--- config.mk ---
export PLATFORM = sky130hd
export DESIGN_NAME = softmax_backward
export DESIGN_NICKNAME = d
export VERILOG_FILES = /design/src/rtl/fp32_pkg.sv /design/src/rtl/fp32_mac.sv /design/src/rtl/softmax_backward.sv
export SDC_FILE = /design/constraint.sdc
export NUM_CORES = 2
export LEC_CHECK = 0
export BUFFER_PORTS_ARGS = -buffer_cell sky130_fd_sc_hd__buf_2
export CELL_PAD_IN_SITES_DETAIL_PLACEMENT = 1
export CELL_PAD_IN_SITES_GLOBAL_PLACEMENT = 1
export CORE_AREA = 2 2 309 341
export CTS_CLUSTER_SIZE = 25
export DETAILED_ROUTE_END_ITERATION = 10
export DIE_AREA = 0 0 311 343
export HOLD_SLACK_MARGIN = 0.15
export PLACE_DENSITY_LB_ADDON = 0.1
export SLEW_MARGIN = 5
export SYNTH_ARGS = -nofsm -noshare
export SYNTH_HDL_FRONTEND = slang
export SYNTH_SLANG_ARGS = --single-unit
--- constraint.sdc ---
create_clock -name clk -period 59.3 [get_ports clk]
set_input_delay 5.93 -clock clk [delete_from_list [all_inputs] [get_ports clk]]
set_output_delay 5.93 -clock clk [all_outputs]
set_load 0.02 [all_outputs]
--- src/rtl/fp32_pkg.sv ---
// Shared fp32 definitions for the softmax backward datapath: field layout,
// special constants, packed-vector lane selection and the controller states.
package fp32_pkg;

  localparam int N_LANES = 4;
  localparam int FP_W    = 32;
  localparam int VEC_W   = N_LANES * FP_W;
  localparam int LANE_W  = $clog2(N_LANES);
  localparam int EXP_W   = 8;
  localparam int MAN_W   = 23;
  localparam int BIAS    = 127;

  localparam logic [FP_W-1:0] FP32_ZERO = 32'h0000_0000;
  localparam logic [FP_W-1:0] FP32_ONE  = 32'h3F80_0000;
  localparam logic [FP_W-1:0] FP32_QNAN = 32'h7FC0_0000;

  typedef enum logic [1:0] {
    ST_IDLE,
    ST_DOT,
    ST_SCALE,
    ST_DONE
  } state_e;

  // Lane 0 lives in the most significant slice of the packed vector.
  function automatic logic [FP_W-1:0] lane_sel(input logic [VEC_W-1:0] v,
                                               input logic [LANE_W-1:0] k);
    return v[VEC_W-1-FP_W*int'(k) -: FP_W];
  endfunction

endpackage

--- src/rtl/fp32_mac.sv ---
// Combinational unfused multiply-add: rne(rne(a*b) + c), flush-to-zero,
// saturating to Inf, any NaN giving the canonical quiet NaN.
module fp32_mac
  import fp32_pkg::*;
(
  input  logic [FP_W-1:0] a_i,
  input  logic [FP_W-1:0] b_i,
  input  logic [FP_W-1:0] c_i,
  output logic [FP_W-1:0] r_o
);

  function automatic logic is_zero(input logic [FP_W-1:0] x);
    return x[FP_W-2 -: EXP_W] == '0;
  endfunction

  function automatic logic is_inf(input logic [FP_W-1:0] x);
    return (x[FP_W-2 -: EXP_W] == '1) && (x[MAN_W-1:0] == '0);
  endfunction

  function automatic logic is_nan(input logic [FP_W-1:0] x);
    return (x[FP_W-2 -: EXP_W] == '1) && (x[MAN_W-1:0] != '0);
  endfunction

  function automatic logic [FP_W-1:0] fp_mul(input logic [FP_W-1:0] a, input logic [FP_W-1:0] b);
    logic              s;
    logic [47:0]       mp;
    logic [23:0]       m;
    logic [24:0]       mr;
    logic              g, st;
    logic signed [9:0] e;
    logic [FP_W-1:0]   r;
    s  = a[31] ^ b[31];
    mp = 48'({1'b1, a[22:0]}) * 48'({1'b1, b[22:0]});
    e  = $signed({2'b00, a[30:23]}) + $signed({2'b00, b[30:23]}) - 10'(BIAS);
    if (mp[47]) begin
      m = mp[47:24]; g = mp[23]; st = |mp[22:0]; e = e + 10'sd1;
    end else begin
      m = mp[46:23]; g = mp[22]; st = |mp[21:0];
    end
    mr = {1'b0, m} + 25'(g & (st | m[0]));
    if (mr[24]) begin
      mr = mr >> 1;
      e  = e + 10'sd1;
    end
    if (is_nan(a) || is_nan(b))                                     r = FP32_QNAN;
    else if ((is_inf(a) && is_zero(b)) || (is_zero(a) && is_inf(b))) r = FP32_QNAN;
    else if (is_inf(a) || is_inf(b))                                r = {s, 8'hFF, 23'h0};
    else if (is_zero(a) || is_zero(b))                              r = {s, 31'h0};
    else if (e >= 10'sd255)                                         r = {s, 8'hFF, 23'h0};
    else if (e <= 10'sd0)                                           r = {s, 31'h0};
    else                                                            r = {s, e[7:0], mr[22:0]};
    return r;
  endfunction

  function automatic logic [FP_W-1:0] fp_add(input logic [FP_W-1:0] p, input logic [FP_W-1:0] c);
    logic [FP_W-1:0]   big, sml, r;
    logic [7:0]        d;
    logic [26:0]       mb, ms, sh;
    logic              st, g, st2;
    logic [27:0]       sum, n;
    logic [4:0]        msb, lz;
    logic signed [9:0] e;
    logic [24:0]       mr;
    if (p[30:0] >= c[30:0]) begin big = p; sml = c; end
    else                    begin big = c; sml = p; end
    d  = big[30:23] - sml[30:23];
    mb = {1'b1, big[22:0], 3'b000};
    ms = {1'b1, sml[22:0], 3'b000};
    if (d > 8'd26) begin
      sh = 27'd0; st = 1'b1;
    end else begin
      sh = ms >> d; st = |(ms & ~(27'h7FF_FFFF << d));
    end
    sh[0] = sh[0] | st;
    if (big[31] == sml[31]) sum = {1'b0, mb} + {1'b0, sh};
    else                    sum = {1'b0, mb} - {1'b0, sh};
    msb = 5'd0;
    for (int i = 0; i < 28; i++) if (sum[i]) msb = 5'(i);
    e  = $signed({2'b00, big[30:23]});
    lz = 5'd0;
    if (msb == 5'd27) begin
      n = {1'b0, sum[27:2], sum[1] | sum[0]};
      e = e + 10'sd1;
    end else begin
      lz = 5'd26 - msb;
      n  = sum << lz;
      e  = e - $signed({5'b00000, lz});
    end
    g   = n[2];
    st2 = n[1] | n[0];
    mr  = {1'b0, n[26:3]} + 25'(g & (st2 | n[3]));
    if (mr[24]) begin
      mr = mr >> 1;
      e  = e + 10'sd1;
    end
    if (is_nan(p) || is_nan(c))                               r = FP32_QNAN;
    else if (is_inf(p) && is_inf(c) && (p[31] != c[31]))      r = FP32_QNAN;
    else if (is_inf(p))                                       r = p;
    else if (is_inf(c))                                       r = c;
    // A zero addend passes the rounded product through unchanged, sign included.
    else if (is_zero(c))                                      r = p;
    else if (is_zero(p))                                      r = c;
    else if (sum == '0)                                       r = FP32_ZERO;
    else if (e >= 10'sd255)                                   r = {big[31], 8'hFF, 23'h0};
    else if (e <= 10'sd0)                                     r = {big[31], 31'h0};
    else                                                      r = {big[31], e[7:0], mr[22:0]};
    return r;
  endfunction

  assign r_o = fp_add(fp_mul(a_i, b_i), c_i);

endmodule

--- src/rtl/softmax_backward.sv ---
// Softmax backward pass dx_i = y_i*(g_i - sum_k y_k*g_k) on packed 4-lane fp32
// vectors, sequenced over one shared multiply-add unit.
module softmax_backward
  import fp32_pkg::*;
(
  input  logic             clk,
  input  logic             reset,
  input  logic             in_valid,
  output logic             in_ready,
  input  logic [VEC_W-1:0] y,
  input  logic [VEC_W-1:0] grad,
  output logic             out_valid,
  input  logic             out_ready,
  output logic [VEC_W-1:0] dx,
  output logic             busy
);

  state_e              state_q, state_d;
  logic [LANE_W-1:0]   k_q, k_d;
  logic                phase_q, phase_d;  // 0: t = g_k - s, 1: dx_k = y_k * t
  logic [VEC_W-1:0]    y_q, g_q;
  logic [FP_W-1:0]     acc_q, t_q;
  logic [FP_W-1:0]     dx_q [N_LANES];
  logic [FP_W-1:0]     mac_a, mac_b, mac_c, mac_r;
  logic                accept;

  localparam logic [LANE_W-1:0] LAST_LANE = LANE_W'(N_LANES - 1);

  assign accept = (state_q == ST_IDLE) && in_valid;

  // NOTE: every always_comb output gets a default first, so no path can infer a latch.
  always_comb begin
    state_d = state_q;
    k_d     = k_q;
    phase_d = phase_q;
    mac_a   = lane_sel(y_q, k_q);
    mac_b   = lane_sel(g_q, k_q);
    mac_c   = acc_q;
    unique case (state_q)
      ST_IDLE: if (in_valid) begin
        state_d = ST_DOT;
        k_d     = '0;
      end
      ST_DOT: begin
        k_d = k_q + 1'b1;
        if (k_q == LAST_LANE) begin
          state_d = ST_SCALE;
          phase_d = 1'b0;
        end
      end
      ST_SCALE: begin
        if (!phase_q) begin
          mac_a   = {~acc_q[FP_W-1], acc_q[FP_W-2:0]};
          mac_b   = FP32_ONE;
          mac_c   = lane_sel(g_q, k_q);
          phase_d = 1'b1;
        end else begin
          mac_b   = t_q;
          mac_c   = FP32_ZERO;
          phase_d = 1'b0;
          k_d     = k_q + 1'b1;
          if (k_q == LAST_LANE) state_d = ST_DONE;
        end
      end
      ST_DONE: if (out_ready) state_d = ST_IDLE;
      default: state_d = ST_IDLE;
    endcase
  end

  fp32_mac u_mac (
    .a_i (mac_a),
    .b_i (mac_b),
    .c_i (mac_c),
    .r_o (mac_r)
  );

  // NOTE: state uses non-blocking assignments so every register samples pre-edge values.
  always_ff @(posedge clk) begin
    if (reset) begin
      state_q <= ST_IDLE;
      k_q     <= '0;
      phase_q <= 1'b0;
      acc_q   <= FP32_ZERO;
      for (int i = 0; i < N_LANES; i++) dx_q[i] <= FP32_ZERO;
    end else begin
      state_q <= state_d;
      k_q     <= k_d;
      phase_q <= phase_d;
      if (accept)                  acc_q     <= FP32_ZERO;
      else if (state_q == ST_DOT)  acc_q     <= mac_r;
      if (state_q == ST_SCALE && phase_q) dx_q[k_q] <= mac_r;
    end
  end

  // NOTE: operand and temporary registers carry no reset; they are always written before being read.
  always_ff @(posedge clk) begin
    if (accept) begin
      y_q <= y;
      g_q <= grad;
    end
    if (state_q == ST_SCALE && !phase_q) t_q <= mac_r;
  end

  always_comb begin
    dx = '0;
    for (int i = 0; i < N_LANES; i++) dx[VEC_W-1-FP_W*i -: FP_W] = dx_q[i];
  end

  assign in_ready  = (state_q == ST_IDLE);
  assign out_valid = (state_q == ST_DONE);
  assign busy      = (state_q != ST_IDLE);

endmodule

==> results.sh <==
export IMPL_avgSynthCellArea_um2=9.040
export IMPL_drt_initial_drc_count=5759
export IMPL_seqCellArea_um2=13240
export IMPL_crit_path_max_fanout=50
export IMPL_grt_pass1_wl_um=374300
export IMPL_core_um2=103300
export IMPL_final_hold_viol_count=0
export IMPL_worst_pin_slew_ns=1.395
export IMPL_drc_errors=0
export IMPL_routed_wl_um=261100
export IMPL_timing_hold_ws_ns=0.5180
export IMPL_rows=124
export IMPL_synth_edff_count=416
export IMPL_numPortBuffers=390
export IMPL_drt_pass1_iterations=7
export IMPL_cts_htree_levels=2
export IMPL_synthFlopType="edfxtp_1"
export IMPL_grt_start_max_net_pins=76
export IMPL_synth_adder_area_share_pct=24.73
export IMPL_io_pins=391
export IMPL_setup_tns_ns=0
export IMPL_drive_gt1_share_pct=14.40
export IMPL_crit_top_cell="a21oi_1"
export IMPL_antenna_left=0
export IMPL_async_reset_ff_share_pct=0
export IMPL_fin_nets=7179
export IMPL_n_fill_cell=12073
export IMPL_ctsHoldBuffers=0
export IMPL_reg2reg_depth=103
export IMPL_clk_path_buf_depth=3
export IMPL_synth_xor_area_share_pct=2.386
export IMPL_holdPathStages=2
export IMPL_cts_root_buf="clkbuf_16"
export IMPL_die_h_um=343
export IMPL_required_ns=59.62
export IMPL_cp_arrival_ns=32.34
export IMPL_cpMaxStageDelayCell="a211oi_1"
export IMPL_critPathTopFamily="compound AO/OA/AOI/OAI gates"
export IMPL_maxSlewViolCount=0
export IMPL_cts_tree="built"
export IMPL_post_cts_repair_setup_buffers=0
export IMPL_final_cells=7610
export IMPL_status="complete, no violations"
export IMPL_setup_viol=0
export IMPL_synth_top_family_by_area="adder cells"
export IMPL_multi_input_area_um2=36000
export IMPL_netlist_area_um2=53330
export IMPL_routedWlPerCell_um=34.31
export IMPL_path_buf_inv=11
export IMPL_post_drt_via_cell_ratio=6.889
export IMPL_layout_commonest_cell="inv_1"
export IMPL_layout_common_cells="742 x inv_1, 646 x nor2_1, 584 x nand2_1"
export IMPL_fmax_mhz=31.22
export IMPL_routabilityCongestion=1.011
export IMPL_dp_cells=7498
export IMPL_critPathKind="reg2reg"
export IMPL_finalCritPeriodShare_pct=54.01
export IMPL_synth_seq_area_share_pct=24.81
export IMPL_synth_cell_types=136
export IMPL_critPathMaxStageDelay_ns=0.99
export IMPL_area_growth_pct=9.620
export IMPL_first_global_vias=55362
export IMPL_dpl_hpwl_um=200900
export IMPL_fin_worst_skew_ns=0.03233
export IMPL_worstSetupStartpointType="flop"
export IMPL_synth_compound_area_share_pct=17.10
export IMPL_cts_clk_slew_worst_paths_ns=0.08
export IMPL_dieWidth_um=311
export IMPL_synth_simple_area_share_pct=17.50
export IMPL_cts_buffers=41
export IMPL_hold_class="reg2reg"
export IMPL_grt_use_total_pct=47.73
export IMPL_worstSetupEndpointType="flop"
export IMPL_path_depth=103
export IMPL_ctsResizeCount=0
export IMPL_antenna_found_initial=29
export IMPL_start_util_pct=51.61
export IMPL_synth_warnings=0
export IMPL_clock_latency_ns=0.60
export IMPL_rsz0062_at_grt="no"
export IMPL_num_vias=52423
export IMPL_finalCriticalPeriod_ns=32.03
export IMPL_cts_sinks=453
export IMPL_ys_ff_latch=453
export IMPL_synth_area_mux_share_pct=5.570
export IMPL_maxSlewHeadroom_pct=5.988
export IMPL_syn_num_nets=6922
export IMPL_timing_max_cap_violations=0
export IMPL_dieArea_um2=106700
export IMPL_overflow=0
export IMPL_synthesis_instances=5899
[layer usage]
layer | vias to the layer above | GRT usage, % | share of wire [%]
li1 | 21278 | - | -
met2 | 3717 | 78.39 | 46
met5 | - | 0 | 0.038
met3 | 1542 | 13.36 | 10
met1 | 25870 | 50.20 | 32
met4 | 16 | 43.28 | 12
[cell families after synthesis]
family                   Yosys count
flip-flops                       453
AO/OA/AOI/OAI                   1261
multiplexers                     204
XOR/XNOR                         141
buffers and inverters           1082
AND/OR/NAND/NOR                 1995
adder cells (fa/ha/maj)          763
[tightest hold or removal path, cell delays in order, from the launching register on]
cell	delay [ns]
dfxtp_1	0.33
nand2_1	0.07
a21oi_1	0.07
[registers in the layout, summed over array words and instances, names as in the netlist]
name and count:
dx_q 128, g_q 128, y_q 128, acc_q 32
t_q 32, k_q 2, state_q 2, phase_q 1
[stage by stage]
| stage | util, % | area [µm²] | setup WS [ns] |
|---|---|---|---|
| after floorplan | - | 53330 | 33.69 |
| final | 56.58 | 58460 | 27.27 |
| after detailed placement | 55.05 | 56880 | 28.52 |
| after global placement | 55.05 | 56880 | 29.73 |
| after global routing | 56.54 | 58420 | 25.33 |
| after CTS | 56.48 | 58360 | 28.29 |
[cell usage after synthesis (21+ instances only)]
master,count,area share [%]
o21ai_1,44,0.41
a31oi_1,59,0.69
xnor2_1,96,1.6
nor2_1,646,4.5
buf_1,21,0.15
xor2_1,40,0.66
fa_1,485,18
buf_2,47,0.44
mux2i_1,101,1.9
and3_1,44,0.52
a21oi_1,246,2.3
o31ai_1,28,0.39
mux2_2,29,0.61
o21ai_0,218,2.0
or3_1,41,0.48
o21a_1,30,0.42
and2_1,43,0.50
a22o_1,22,0.36
nor3_1,192,1.8
nand2b_1,37,0.43
nand3_1,116,1.1
o22ai_1,30,0.35
nand2_1,584,4.1
mux4_2,70,3.0
edfxtp_1,416,23
nand4_1,88,1.0
dfxtp_1,37,1.4
ha_1,278,6.5
inv_1,743,5.2
clkbuf_1,242,1.7
nor4_1,54,0.63
a211oi_1,54,0.76
a21o_1,70,0.99
o211ai_1,48,0.68
a22oi_1,56,0.79
[final cells by class]
type                    count  share of cell area, %
well taps                1386                  2.966
clock inverters            30                 0.7149
multi-input cells        4364                  61.58
clock buffers              46                  1.824
repair buffers            540                  5.265
flip-flops and latches    453                  22.64
diodes                     35                 0.1498
inverters                 756                  4.854
[path summary, 6_finish.rpt]
path,from,endpoint,slack [ns]
max,state_q[0]$_SDFFE_PP0P_,dx_q[3][2]$_DFFE_PP_,27.27
min,acc_q[30]$_SDFFE_PP0N_,acc_q[30]$_SDFFE_PP0N_,0.52
max reg2reg,state_q[0]$_SDFFE_PP0P_,dx_q[3][2]$_DFFE_PP_,27.27
min reg2reg,acc_q[30]$_SDFFE_PP0N_,acc_q[30]$_SDFFE_PP0N_,0.52
Power is left out: the tool's default activity adds up to more than one toggle a clock period on the data nets, which glitch-free logic cannot reach.
